===== src/rtl/img_mem_loader.sv =====
// img_mem_loader: raster pixel stream to BRAM write port with frame framing checks.
// Define IMG_LOADER_CKSUM_EN to add a modulo-2^16 frame checksum output (cksum_o).
module img_mem_loader #(
    parameter int DATA_W     = 8,
    parameter int ADDR_W     = 13,
    parameter int IMG_W      = 64,
    parameter int IMG_H      = 64,
    parameter int ROW_STRIDE = 64,
    parameter int BASE_ADDR  = 0
) (
    input  logic              clk_i,
    input  logic              rst_ni,
    input  logic              start_i,
    input  logic              abort_i,
    input  logic              hold_i,
    input  logic              s_valid_i,
    input  logic [DATA_W-1:0] s_data_i,
    input  logic              s_last_i,
    output logic              s_ready_o,
    output logic              mem_en_o,
    output logic              mem_we_o,
    output logic [ADDR_W-1:0] mem_addr_o,
    output logic [DATA_W-1:0] mem_din_o,
    output logic              busy_o,
    output logic              load_done_o,
    output logic              frame_valid_o,
    output logic              err_early_o,
    output logic              err_nolast_o
`ifdef IMG_LOADER_CKSUM_EN
    ,
    output logic [15:0]       cksum_o
`endif
);
    typedef enum logic [1:0] {IDLE, LOAD, DONE, ERR} state_t;

    localparam logic [ADDR_W-1:0] COL_LAST = ADDR_W'(IMG_W - 1);
    localparam logic [ADDR_W-1:0] ROW_LAST = ADDR_W'(IMG_H - 1);
    localparam logic [ADDR_W-1:0] STRIDE   = ADDR_W'(ROW_STRIDE);
    localparam logic [ADDR_W-1:0] BASE     = ADDR_W'(BASE_ADDR);

    state_t            state_q, state_d;
    logic [ADDR_W-1:0] col_q, col_d, row_q, row_d, rbase_q, rbase_d, addr_q, addr_d;
    logic [DATA_W-1:0] din_q, din_d;
    logic              wr_q, fv_q, fv_d, ee_q, ee_d, nl_q, nl_d;
    logic              xfer, last_px, col_wrap, clear;

    // handshake, raster counters (row base kept incrementally, no multiplier), framing and next state
    always_comb begin
        s_ready_o = state_q == LOAD && !hold_i && !abort_i;
        xfer      = s_valid_i && s_ready_o;
        col_wrap  = col_q == COL_LAST;
        last_px   = col_wrap && row_q == ROW_LAST;
        clear     = abort_i || (start_i && (state_q == IDLE || state_q == ERR));
        col_d     = xfer ? (col_wrap ? '0 : col_q + ADDR_W'(1)) : col_q;
        row_d     = xfer && col_wrap ? row_q + ADDR_W'(1) : row_q;
        rbase_d   = xfer && col_wrap ? rbase_q + STRIDE : rbase_q;
        addr_d    = xfer ? rbase_q + col_q : addr_q;
        din_d     = xfer ? s_data_i : din_q;
        fv_d      = fv_q || state_q == DONE;
        ee_d      = ee_q || (xfer && s_last_i && !last_px);
        nl_d      = nl_q || (xfer && !s_last_i && last_px);
        state_d   = state_q;
        if (abort_i)
            state_d = IDLE;
        else if (clear)
            state_d = LOAD;
        else if (state_q == DONE)
            state_d = IDLE;
        else if (xfer && (s_last_i || last_px))
            state_d = s_last_i && last_px ? DONE : ERR;
        if (clear) begin
            col_d   = '0;
            row_d   = '0;
            rbase_d = BASE;
            fv_d    = 1'b0;
            ee_d    = 1'b0;
            nl_d    = 1'b0;
        end
    end

    // state, counters, status flags and the one-cycle-latency write port
    always_ff @(posedge clk_i or negedge rst_ni) begin
        if (!rst_ni) begin
            state_q <= IDLE;
            col_q   <= '0;
            row_q   <= '0;
            rbase_q <= BASE;
            addr_q  <= '0;
            din_q   <= '0;
            wr_q    <= 1'b0;
            fv_q    <= 1'b0;
            ee_q    <= 1'b0;
            nl_q    <= 1'b0;
        end else begin
            state_q <= state_d;
            col_q   <= col_d;
            row_q   <= row_d;
            rbase_q <= rbase_d;
            addr_q  <= addr_d;
            din_q   <= din_d;
            wr_q    <= xfer;
            fv_q    <= fv_d;
            ee_q    <= ee_d;
            nl_q    <= nl_d;
        end
    end

    assign mem_en_o      = wr_q;
    assign mem_we_o      = wr_q;
    assign mem_addr_o    = addr_q;
    assign mem_din_o     = din_q;
    assign busy_o        = state_q == LOAD;
    assign load_done_o   = state_q == DONE;
    assign frame_valid_o = fv_q;
    assign err_early_o   = ee_q;
    assign err_nolast_o  = nl_q;

`ifdef IMG_LOADER_CKSUM_EN
    logic [15:0] cksum_q;

    // running sum of accepted pixels; frozen once the frame has ended
    always_ff @(posedge clk_i or negedge rst_ni) begin
        if (!rst_ni)
            cksum_q <= '0;
        else
            cksum_q <= clear ? '0 : xfer ? cksum_q + 16'(s_data_i) : cksum_q;
    end

    assign cksum_o = cksum_q;
`endif
endmodule


===== config.mk =====
export PLATFORM = sky130hd
export DESIGN_NAME = img_mem_loader
export DESIGN_NICKNAME = d
export VERILOG_FILES = /design/src/rtl/img_mem_loader.sv
export SDC_FILE = /design/constraint.sdc
export NUM_CORES = 1
export LEC_CHECK = 0
export BUFFER_PORTS_ARGS = -buffer_cell sky130_fd_sc_hd__buf_2
export CORE_MARGIN = 4
export CORE_UTILIZATION = 52
export CTS_CLUSTER_SIZE = 20
export DETAILED_ROUTE_END_ITERATION = 10
export PLACE_DENSITY = 0.73
export RECOVER_POWER = 100
export SLEW_MARGIN = 20
export SYNTH_ARGS = -nofsm -noshare
export SYNTH_HDL_FRONTEND = slang
export SYNTH_SLANG_ARGS = --single-unit

===== constraint.sdc =====
create_clock -name clk_i -period 5.9 [get_ports clk_i]
set_input_delay 0.295 -clock clk_i [delete_from_list [all_inputs] [get_ports clk_i]]
set_output_delay 0.295 -clock clk_i [all_outputs]
set_load 0.02 [all_outputs]

* Word level (Yosys, flattened, before mapping)
Index checks and enable logic that the tools add are counted.
** Cells by class
- Add/sub/neg operators :: 4
- Eq/ne operators :: 5
- Multiplexer cells :: 15
- Reduce and logical (&&, ||, !) cells :: 26
** Operators with widths (count)
- $mux W13 :: 7
- $add A13 B1 Y13 const B :: 2
- $eq A13 B6 Y1 const B :: 2
- $add A13 B13 Y13 :: 1
- $add A13 B7 Y13 const B :: 1
- $logic_and A1 B1 Y1 :: 12
- $mux W2 :: 4
- $logic_or A1 B1 Y1 :: 6
- $eq A2 B2 Y1 const B :: 2
- $logic_not A1 Y1 :: 4
- $mux W1 :: 4
- $reduce_bool A2 Y1 :: 2
- $reduce_bool A4 Y1 :: 1
- $eq A2 B1 Y1 const B :: 1
- $logic_not A2 Y1 :: 1
** Storage, ports and cells
- Register bits :: 66
- Input port bits :: 15
- Output and inout port bits :: 29
- Logic and storage cells :: 60

* Longest topological paths before layout
Gate-level depths: netlist of the first run.
- Depth after elaboration :: 9
- Gate-level depth with buffers :: 10
- Depth with buffers taken out :: 9

* Worst setup path before layout of the first run
OpenSTA, ideal clock, no wires.
- Path kind :: register to register
- Start point :: register state_q[1]
- End point :: register row_q[9]
- Setup time :: 0.120 ns
- Arrival time :: 2.026 ns
- Path slack :: 3.753 ns
- Stages on the path, launching flop included :: 11
- Buffers on the path :: 1
- Period minus slack after synthesis :: 2.147 ns
- Cell sequence :: dfrtp_1 inv_1 ha_1 nor3b_4 nand2_4 inv_4 and4_4 and2_1 buf_4 a31oi_1 a41o_1
** On the way
- Longest elaborated chain between the ends :: 6
** Ends and longest elaborated chain
- start, declared :: line 41 : state_t state_q, state_d;
- start signal, assigned :: line 95 : state_q <= state_d;
- $eq A2 B1 Y1
- via busy_o :: line 24 : output logic busy_o,
- $logic_and A1 B1 Y1 (2 in a row) :: line 49 : s_ready_o = state_q == LOAD && !hold_i && !abort_i;
- via s_ready_o :: line 19 : output logic s_ready_o,
- $logic_and A1 B1 Y1 :: line 50 : xfer = s_valid_i && s_ready_o;
- $logic_and A1 B1 Y1 :: line 55 : row_d = xfer && col_wrap ? row_q + ADDR_W'(1) : row_q;
- $reduce_bool A2 Y1 (no line)
- end signal, assigned :: line 97 : row_q <= row_d;
- end, declared :: line 42 : logic [ADDR_W-1:0] col_q, col_d, row_q, row_d, rbase_q, rbase_d, addr_q, addr_d;
The timed path passes the listed nets, and every way through them passes these cells.
A chain may end at the register's enable or synchronous reset.

* Final worst setup path of the first run
- Start point :: register state_q[1]
- End point :: register row_q[7]
** On the way
- Longest elaborated chain between the ends :: 6
** Ends and longest elaborated chain (line)
- $eq A2 B1 Y1 :: 49
- $logic_and A1 B1 Y1 (2 in a row) :: 49
- $logic_and A1 B1 Y1 :: 50
- $logic_and A1 B1 Y1 :: 55
- $reduce_bool A2 Y1 (no line)
Several ways; a longest one is shown, not always the timed one.

==> results of run 1 <==
==> state kept, by name, summed over array words and instances (netlist names) <==
name	cells
mem_din_o	8
state_q	2
err_nolast_o	1
mem_addr_o	13
col_q	13
mem_en_o	1
err_early_o	1
rbase_q	7
frame_valid_o	1
row_q	13
==> metrics by stage <==
stage                     worst slack (ns)  instance area [sq um]   util  total power [W]
after CTS                             3.29                   3630  0.614         0.000979
after floorplan                       3.75                   3180      -         0.000516
after detailed placement              3.32                   3410  0.576         0.000560
after global routing                  1.94                   3570  0.602          0.00100
after global placement                3.42                   3410  0.576         0.000558
final                                 2.32                   3570  0.602         0.000961
==> critical path: stages, from the launching register on <==
cell	delay, ns
dfrtp_1	0.39
inv_1	0.08
ha_1	0.15
nor3b_1	0.25
nand2_1	0.67
inv_4	0.59
and4_1	0.60
and2_0	0.36
a31oi_1	0.14
a41o_1	0.21
==> cells in the final DEF (no fill, tap or decap), drive strengths merged, types with 2 or more instances in the layout <==
cell	n
a21oi	16
a22o	3
a31oi	8
a41o	2
and2	3
and3	8
and4	8
buf	14
bufinv	2
clkbuf	41
dfrtp	60
ha	12
inv	6
mux2i	3
nand2	60
nand2b	3
nand3	9
nand4	12
nor2	35
nor3	11
nor3b	2
nor4	3
o21a	2
o21ai	7
or3	2
xnor2	12
xor2	16
==> where the power goes <==
part / internal (W) / switching [W]
Sequential: 0.000434 / 0.0000121
Clock: 0.000258 / 0.000161
Combinational: 0.0000246 / 0.0000711
==> kinds of logic after synthesis <==
kind of cell	Yosys count	share of synthesized area
AND/OR/NAND/NOR	162	0.263
other	1	0.00118
AO/OA/AOI/OAI	47	0.0944
adder cells (fa/ha/maj)	12	0.0472
buffers and inverters	20	0.0354
multiplexers	3	0.00944
XOR/XNOR	28	0.0771
flip-flops	60	0.472
==> cell type report <==
cell class | count | area (sq um) | area share
repair buffers | 44 | 183 | 0.0512
inverters | 6 | 25.0 | 0.00702
clock inverters | 4 | 72.6 | 0.0203
flip-flops and latches | 60 | 1500 | 0.421
well taps | 75 | 93.8 | 0.0263
clock buffers | 11 | 151 | 0.0424
multi-input cells | 253 | 1540 | 0.432
==> synth_stat cells (all sizes together) <==
library cell	number	area, sq um
clkbuf	7	36.3
nor4b	1	8.76
a21o	1	7.51
o31ai	1	7.51
a21oi	16	80.1
dfrtp	60	1500
nor3	11	60.1
or2b	1	8.76
inv	6	25.0
a211oi	1	7.51
conb	1	3.75
and4	8	78.8
mux2i	3	30.0
buf	7	51.3
and2	3	18.8
nand4b	1	8.76
ha	12	150
o21ai	7	35.0
nand2	60	233
or2	1	6.26
xnor2	12	105
a31oi	8	50.1
or4	1	7.51
and4b	1	10.0
nor2	35	131
a221oi	1	8.76
a31o	1	8.76
a311oi	1	8.76
or3	2	12.5
o21a	2	15.0
nand3	9	45.0
o211ai	1	7.51
nor3b	2	26.3
a41o	2	20.0
and3	8	55.1
nand2b	3	18.8
nand4	12	75.1
xor2	16	140
nor4	3	33.8
a22o	3	26.3
a221o	1	10.0
a22oi	1	7.51
==> final timing paths <==
path | slack, ns | end | start
worst min register to register | 0.48 | mem_din_o[7]$_DFFE_PN0N_ | mem_din_o[7]$_DFFE_PN0N_
max in group asynchronous | 2.99 | row_q[10]$_DFFE_PN0P_ | rst_ni
worst min-delay path | 0.14 | mem_din_o[0]$_DFFE_PN0N_ | s_data_i[0]
worst max register to register | 2.32 | row_q[7]$_DFFE_PN0P_ | state_q[1]$_DFFE_PN0P_
min in group asynchronous | 1.11 | mem_din_o[7]$_DFFE_PN0N_ | rst_ni
worst max-delay path | 2.32 | row_q[7]$_DFFE_PN0P_ | state_q[1]$_DFFE_PN0P_
==> per-layer routing <==
metal  global-route usage  vias up
met5                    0        -
met1                0.231     1204
li1                     -     1254
met2                0.314       41
met3               0.0352       14
met4               0.0977        0
==> results.md, run 1 <==
* DRT iter0 DRCs at approximately 120
* Die width at about 86 microns
* Syn Nets at 360
* Max cap viols at 1
* Number of placed instances, taps included at around 440
* CP Capture Type: register
* Largest net degree at the start of global routing at between 60 and 70
* Gpl congestion at just over 0.8
* Worst hold path type: primary input to register
* DRC at 0
* CP Launch Type: register
* Hold Path Depth at 3
* Fin. Hold Viols at 0
* Layout cells sized above 1 at 0.108
* Grt total ovfl at 0
* Global-route wire length before repair at between 10000 and 15000 microns
* Wire length on met2 at 3160 microns
* Worst slew pin tran at roughly 3.2 ns
* WL per Instance at 14.3 microns
* Hold buffers post-CTS at 0
* DRT antenna net count at 0
* Area grow syn2layout at 12.1%
* Routed WL at around 6500 microns
* All-Layer GR Usage at 0.187
* Final cycle utilization of the critical path at 0.607
* Mapped cell area at ~3200 sq um
* Maximum fanout along the worst path at 36
* Type of the worst setup path: register to register
* Outcome: complete, but fails checks
* Vias/cell at 5.55
* PwrDens at roughly 270 nW/um^2
* # fillers at 532
* Pleak at 1.65 nW
* Metal3 WL at 178 microns
* CTS tree: built
* Final #Nets at 401
* Netlist cell types at 54
* Core area at 5920 sq um
* Clock transition at path regs at about 0.070 ns
* Post-CTS sizing at 0
* Clock tree buffer depth at 2
* Diodes inserted at 0
* Layout Skew at approximately 0.0086 ns
* Syn Inst Count at about 330
* CP required at 6.13 ns
* Initial antenna violation count at 0
* Unrepaired setup endpoints after global routing: no
* CTS Sinks at 60
* Worst-Skew Late Latency at approximately 0.34 ns
* Register bit count reported by yosys at 60
* Final Max Slew Viols at slightly above 60
* Die area at between 7000 and 8000 sq um
* Final setup vio count at 0
* Synth warn at 0
* Violated checks: capacitance limit, slew limit
* Setup TNS at 0 ns
* Clock Tree Root: clkbuf_8
* Non-Filler Instances at 453
* IO buf count at 43
* Pre-Repair DR Iteration Count at 4
* Initial Util at 0.537
* IO Pins at 44
* Vias in the first global route at between 2000 and 2500
* Hpwl dp at ~4400 microns
* Fmax at between 0.2 and 0.3 GHz
* Site Rows at 28
* Top sig layer: met4
* Relative slew slack at -1.12
* DIE HEIGHT at ~86 microns
* Min cycle time layout at approximately 3.6 ns
* Worst EP arrival at 3.81 ns
* Routed via count at around 2500
* Maximum VDD drop at 0.179 mV
* Postcts setup bufs at 0
* Sequential cell area fraction in the yosys report at 0.472
* H-Tree Depth at 3
* WL met1 at about 3000 microns
* Hold_ws at approximately 0.14 ns
* CTS Buf Count at 9
* Synthesized area per cell at roughly 9.6 sq um
* R2R depth at 9
No activity file was read; power rests on OpenSTA's default activity.
==> inputs of run 2 (changes only) <==
- clock period: 5.9 -> 3.33 ns (I/O delays scaled with it)
==> run 2 against run 1 <==
  * The flow still finishes with violations (capacitance limit, slew limit)
  * Non-clock buffer count increased by 2
  * Sequential cell count unchanged
  * Worst setup slack got worse by 1.7 ns
  * First-iteration DRC count unchanged
  * Critical path type unchanged
==> results.md, run 2 (synthesis gave the netlist of run 1 again) <==
* Vias in the first global route at 2493 (+5.3%)
* Sw power at 0.000416 W (+70%)
* Initial antenna violation count at 0 (unchanged)
* Fmax at 0.372 GHz (+33%)
* Final cycle utilization of the critical path at 0.808 (+0.201)
* Reg2Reg Launch Point: state_q[1]$_DFFE_PN0P_
* WL per Instance at 14.7 microns (+2.9%)
* Hold endpoint: mem_din_o[0]$_DFFE_PN0N_
* Worst EP arrival at 2.92 ns (-0.89 ns)
* PwrDens at 428 nW/um^2 (+59%)
* Final Max Slew Viols at 39 (-36%)
* Maximum VDD drop at 0.263 mV (+47%)
* Diodes inserted at 0 (unchanged)
* Leading cell type in the layout, fill and taps excluded: dfrtp_1
* Comb pwr share at 0.116 (+0.016)
* Largest net degree at the start of global routing at 39 (-36%)
* Postcts setup bufs at 0 (unchanged)
* Min cycle time layout at 2.69 ns (-0.890 ns)
* Violated checks: capacitance limit, slew limit
* IO buf count at 43 (unchanged)
* DRT iter0 DRCs at 121 (unchanged)
* DRC at 0 (unchanged)
* CP required at 3.56 ns (-2.57 ns)
* Grt met2 use at 0.329 (+0.0147)
* CP Capture Type: register
* Worst slew pin tran at 2.09 ns (-1.10 ns)
* Die width at 86.2 microns (unchanged)
* IO Pins at 44 (unchanged)
* CTS Buf Count at 9 (unchanged)
* Met1 usage at 0.250 (+0.0189)
* Final core occ at 0.596 (-0.00655)
* Commonest non-fill, non-tap cells in the layout: dfrtp_1, nand2_1, nor2_1
* Maximum fanout along the worst path at 32 (-11%)
* Vias/cell at 5.53 (-0.38%)
* Switching Share at 0.276 (+0.0212)
* Grt total ovfl at 0 (unchanged)
* Global-route wire length before repair at 11600 microns (+5.9%)
* Outcome: complete, but fails checks
* Max cap viols at 1 (unchanged)
* Area grow syn2layout at 10.9%
* CTS Sinks at 60 (unchanged)
* Setup TNS at 0 ns (unchanged)
* Pleak at 1.64 nW (-0.91%)
* Core area at 5920 sq um (unchanged)
* Unrepaired setup endpoints after global routing: no
* Post-CTS sizing at 0 (unchanged)
* CTS tree: built
* Met3 Resource Use GR at 0.0485 (+0.0133)
* Worst-Skew Late Latency at 0.34 ns (about the same)
* Final setup vio count at 0 (unchanged)
* Largest stage delay on the critical path at 0.40 ns (-0.27 ns)
* Part of the power in the clock network at 0.360 (-0.076)
* HP Start: s_data_i[0]
* Flop pwr share at 0.524 (+0.060)
* Hold Path Depth at 3 (unchanged)
* Final Total Pwr at 0.00151 W (+57%)
* Hold buffers post-CTS at 1 (+1)
* Pre-Repair DR Iteration Count at 5 (+1)
* Reg-to-reg critical path endpoint: row_q[9]$_DFFE_PN0P_
* Initial Util at 0.537 (unchanged)
* H-Tree Depth at 3 (unchanged)
* Gpl congestion at 0.801 (-0.60%)
* Fin. Hold Viols at 0 (unchanged)
* Routed WL at 6680 microns (+3.2%)
* Clock transition at path regs at 0.06 ns (about the same)
* Clock tree buffer depth at 2 (unchanged)
* Routed via count at 2509 (-0.16%)
* Worst hold path type: primary input to register
* GRT Max-Usage Layer: met2
* Site Rows at 28 (unchanged)
* DIE HEIGHT at 86.2 microns (unchanged)
* DRT antenna net count at 0 (unchanged)
* Hpwl dp at 4610 microns (+4.7%)
* Layout Skew at 0.00398 ns (-0.00464 ns)
* Type of the worst setup path: register to register
* CP Launch Type: register
* Reg2Reg Setup Slack at 0.64 ns (-1.68 ns)
* Final #Nets at 403 (+0.50%)
* R2R depth at 9 (unchanged)
* All-Layer GR Usage at 0.198 (+0.0104)
* Crit-path cells: inv_1 > ha_1 > nor3b_1 > nand2_4 > clkinvlp_2 > and4_4 > and2_0 > a31oi_1 > a41o_1
* Die area at 7430 sq um (unchanged)
* Relative slew slack at -0.391 (+0.733)
* CP max-delay cell: nor3b_1
* Layout cells sized above 1 at 0.111 (+0.00235)
* Clock Tree Root: clkbuf_8
* Cell-internal power at 0.00109 W (+53%)
run 2: power groups by stage:
stage,clock network (W),logic [W],registers [W]
6_report,0.000543,0.000175,0.000792
5_1_grt,0.000598,0.000196,0.000796
4_1_cts,0.000559,0.000193,0.000790
3_5_place_dp,0,0.000192,0.000803
3_3_place_gp,0,0.000188,0.000802
2_1_floorplan,0,0.0000598,0.000854
run 2: through the flow:
step / hold slack (ns) / instance area, sq um / instances / setup slack (ns)
final: 0.0188 / 3530 / 454 / 0.641
after global routing: 0.0137 / 3530 / 454 / 0.464
after CTS: 0.00608 / 3580 / 454 / 1.05
after detailed placement: 0.330 / 3420 / 439 / 1.07
after global placement: 0.318 / 3420 / 439 / 1.13
after floorplan: -0.129 / 3180 / 333 / 1.18
run 2: layout make-up:
class                      count  area (sq um)
sequential                    60          1500
clock buffer                  11           141
fill                         544          2390
timing repair buffer          46           203
clock inverter                 3          15.0
tap                           75          93.8
inverter                       6          23.8
multi-input combinational    253          1550
run 2: how the worst max path moves through the flow:
stage / slack (ns) / from / depth (start not counted) / end
floorplan: 1.18 / state_q[1]$_DFFE_PN0P_ / 10 / row_q[9]$_DFFE_PN0P_
global placement: 1.13 / state_q[1]$_DFFE_PN0P_ / 9 / row_q[7]$_DFFE_PN0P_
detailed placement: 1.07 / state_q[1]$_DFFE_PN0P_ / 9 / row_q[7]$_DFFE_PN0P_
CTS: 1.05 / state_q[1]$_DFFE_PN0P_ / 9 / row_q[7]$_DFFE_PN0P_
global route: 0.46 / state_q[1]$_DFFE_PN0P_ / 9 / row_q[7]$_DFFE_PN0P_
finish: 0.64 / state_q[1]$_DFFE_PN0P_ / 9 / row_q[9]$_DFFE_PN0P_
run 2: critical path, delay by kind of cell, from the launching register on:
family	cells	cell delay, ns
adders and majority gates	1	0.16
DFF	1	0.38
AOI/OAI and AO/OA	2	0.33
and+or+nand+nor	4	1.36
buffers and inverters	2	0.35
run 2: per-layer routing:
| metal | up-vias | part of all wire |
|---|---|---|
| met5 | - | 0 |
| met4 | 0 | 0.017 |
| met3 | 11 | 0.034 |
| met2 | 40 | 0.49 |
| met1 | 1202 | 0.46 |
| li1 | 1256 | - |
==> inputs of run 3 (changes only) <==
- PLACE_DENSITY: 0.73 -> 0.76
- clock period: 3.33 -> 2.4 ns (I/O delays scaled with it)
==> run 3 against run 2 <==
  * The flow now finishes without violations
  * Global-route usage increased by 0.32 points
  * Power up 65%
  * Worst setup slack got worse by 0.39 ns
  * Core utilization rose by 4.1 points
  * Combinational power grew 51%
  * Largest power group is now clock
  * Worst hold slack improved by 0.059 ns
  * Wire length is 2.3% higher
  * Non-clock buffer count is 13 higher
  * Register-to-register slack worse by 0.39 ns
  * Final cell count rose by 3.3%
  * Sequential power increased by 39%
  * Die area did not move
==> results.md, run 3 (synthesis gave the netlist of run 1 again) <==
* Outcome: completed
* Reg2Reg Launch Point: state_q[1]$_DFFE_PN0P_
* Pleak at 1.75 nW (+7.0%)
* Place WS at 0.289 ns (-0.779 ns)
* Worst EP arrival at 2.37 ns (-0.55 ns)
* Setup ws final at 0.254 ns (-0.387 ns)
* Final Max Slew Viols at 0 (-100%)
* Maximum fanout along the worst path at 20 (-38%)
* Clock transition at path regs at 0.07 ns (about the same)
* CTS Buf Count at 9 (unchanged)
* DRT antenna net count at 0 (unchanged)
* Worst hold path type: primary input to register
* IO buf count at 43 (unchanged)
* DRC at 0 (unchanged)
* GRT Max-Usage Layer: met2
* Final setup vio count at 0 (unchanged)
* Site Rows at 28 (unchanged)
* Finished Cell Area at 3770 sq um (+6.9%)
* Routed via count at 2585 (+3.0%)
* Initial Util at 0.537 (unchanged)
* DIE HEIGHT at 86.2 microns (unchanged)
* WL per Instance at 14.6 microns (-1.0%)
* CP Capture Type: register
* CP Launch Type: register
* Grt met2 use at 0.346 (+0.0175)
* Fin. Hold Viols at 0 (unchanged)
* Hold_ws at 0.0774 ns (+0.0586 ns)
* Max cap viols at 0 (-1)
* Die area at 7430 sq um (unchanged)
* Unrepaired setup endpoints after global routing: no
* Diodes inserted at 0 (unchanged)
* Routed WL at 6830 microns (+2.3%)
* PwrDens at 661 nW/um^2 (+54%)
* Critical Path Sink: row_q[9]$_DFFE_PN0P_
* Clock tree buffer depth at 2 (unchanged)
* CP delay by family, top: simple AND/OR/NAND/NOR gates
* H-Tree Depth at 3 (unchanged)
* Final core occ at 0.637 (+0.0410)
* CTS tree: built
* Gpl congestion at 0.767 (-4.2%)
* Layout cells sized above 1 at 0.132 (+0.0212)
* Setup TNS at 0 ns (unchanged)
* Clock Tree Root: clkbuf_8
* CP max-delay cell: dfrtp_1
* Worst slew pin tran at 1.45 ns (-0.638 ns)
* Fmax at 0.466 GHz (+25%)
* WP buf/inv at 2 (unchanged)
* Core area at 5920 sq um (unchanged)
* Vias in the first global route at 2575 (+3.3%)
* Final #Nets at 416 (+3.2%)
* Maximum VDD drop at 0.465 mV (+77%)
* Area grow syn2layout at 18.5%
* Reg-to-reg critical path endpoint: row_q[9]$_DFFE_PN0P_
* Global-route wire length before repair at 11800 microns (+1.5%)
* Die width at 86.2 microns (unchanged)
* Leading cell type in the layout, fill and taps excluded: dfrtp_1
* Min cycle time layout at 2.15 ns (-0.543 ns)
* Largest net degree at the start of global routing at 37 (-5.1%)
* DRT iter0 DRCs at 115 (-5.0%)
* Reg2Reg Setup Slack at 0.25 ns (-0.39 ns)
* Pre-Repair DR Iteration Count at 4 (-1)
* Relative slew slack at 0.0347 (+0.426)
* Crit path launch: state_q[1]$_DFFE_PN0P_
* Grt total ovfl at 0 (unchanged)
* IO Pins at 44 (unchanged)
* Vias/cell at 5.51 (-0.27%)
* Layout Skew at 0.00835 ns (+0.00438 ns)
* R2R depth at 9 (unchanged)
* Type of the worst setup path: register to register
* Final cycle utilization of the critical path at 0.894 (+0.0865)
* Levels on crit path at 9 (unchanged)
* CP required at 2.62 ns (-0.94 ns)
* Hpwl dp at 4720 microns (+2.6%)
* Worst-Skew Late Latency at 0.34 ns (about the same)
* Met1 usage at 0.244 (-0.00601)
* Met3 Resource Use GR at 0.0485 (unchanged)
* Initial antenna violation count at 0 (unchanged)
* Commonest non-fill, non-tap cells in the layout: dfrtp_1, nand2_1, nor2_1
* Largest stage delay on the critical path at 0.38 ns (-0.02 ns)
* Post-DP Area at 3470 sq um (+1.5%)
* All-Layer GR Usage at 0.201 (+0.00315)
* Crit-path cells: inv_1 > ha_1 > nor3b_4 > nand2_4 > inv_4 > and4_4 > and2_0 > a31oi_1 > a41o_1
* CTS Sinks at 60 (unchanged)
run 3: worst register-to-register path, cell delays in order, from the launching register on:
cell     delay [ns]
dfrtp_1        0.38
inv_1          0.08
ha_1           0.16
nor3b_4        0.24
nand2_4        0.08
inv_4          0.17
and4_4         0.30
and2_0         0.29
a31oi_1        0.12
a41o_1         0.21
run 3: worst min-delay path by stage:
stage | start | to | slack [ns] | depth (start not counted)
after floorplan | rst_ni | col_q[0]$_DFFE_PN0P_ | -0.18 | 0
after global placement | rst_ni | mem_din_o[0]$_DFFE_PN0N_ | 0.16 | 1
after detailed placement | rst_ni | mem_din_o[7]$_DFFE_PN0N_ | 0.16 | 1
after CTS | abort_i | state_q[0]$_DFFE_PN0P_ | 0.07 | 3
after global routing | abort_i | state_q[0]$_DFFE_PN0P_ | 0.08 | 3
final | abort_i | state_q[0]$_DFFE_PN0P_ | 0.08 | 3
run 3: timing repair:
item,4_1_cts,5_1_grt
buffers inserted,0,0
hold endpoints to repair,32,0
resized for setup,0,1
endpoints found under the setup margin,0,1
hold buffers,9,0
run 3: routing by layer:
| metal | vias up | wire [microns] |
|---|---|---|
| met5 | - | 0 |
| met3 | 10 | 230 |
| met4 | 0 | 83 |
| li1 | 1287 | - |
| met1 | 1245 | 2980 |
| met2 | 43 | 3540 |
run 3: power breakdown:
group	internal [W]	leakage, nW	switching, W
clock	0.000745	0.127	0.000386
combinational	0.0000791	0.807	0.000185
sequential	0.00107	0.820	0.0000288
run 3: final cells by class:
type,count,area (sq um)
inverter,6,25.0
tap,75,93.8
timing repair buffer,59,327
clock inverter,4,95.1
fill,491,2150
sequential,60,1500
clock buffer,12,155
multi-input combinational,253,1570
run 3: per-stage QoR:
stage,cells,total power (W)
floorplan,333,0.00127
global placement,444,0.00138
detailed placement,444,0.00139
CTS,469,0.00254
global route,469,0.00259
finish,469,0.00249
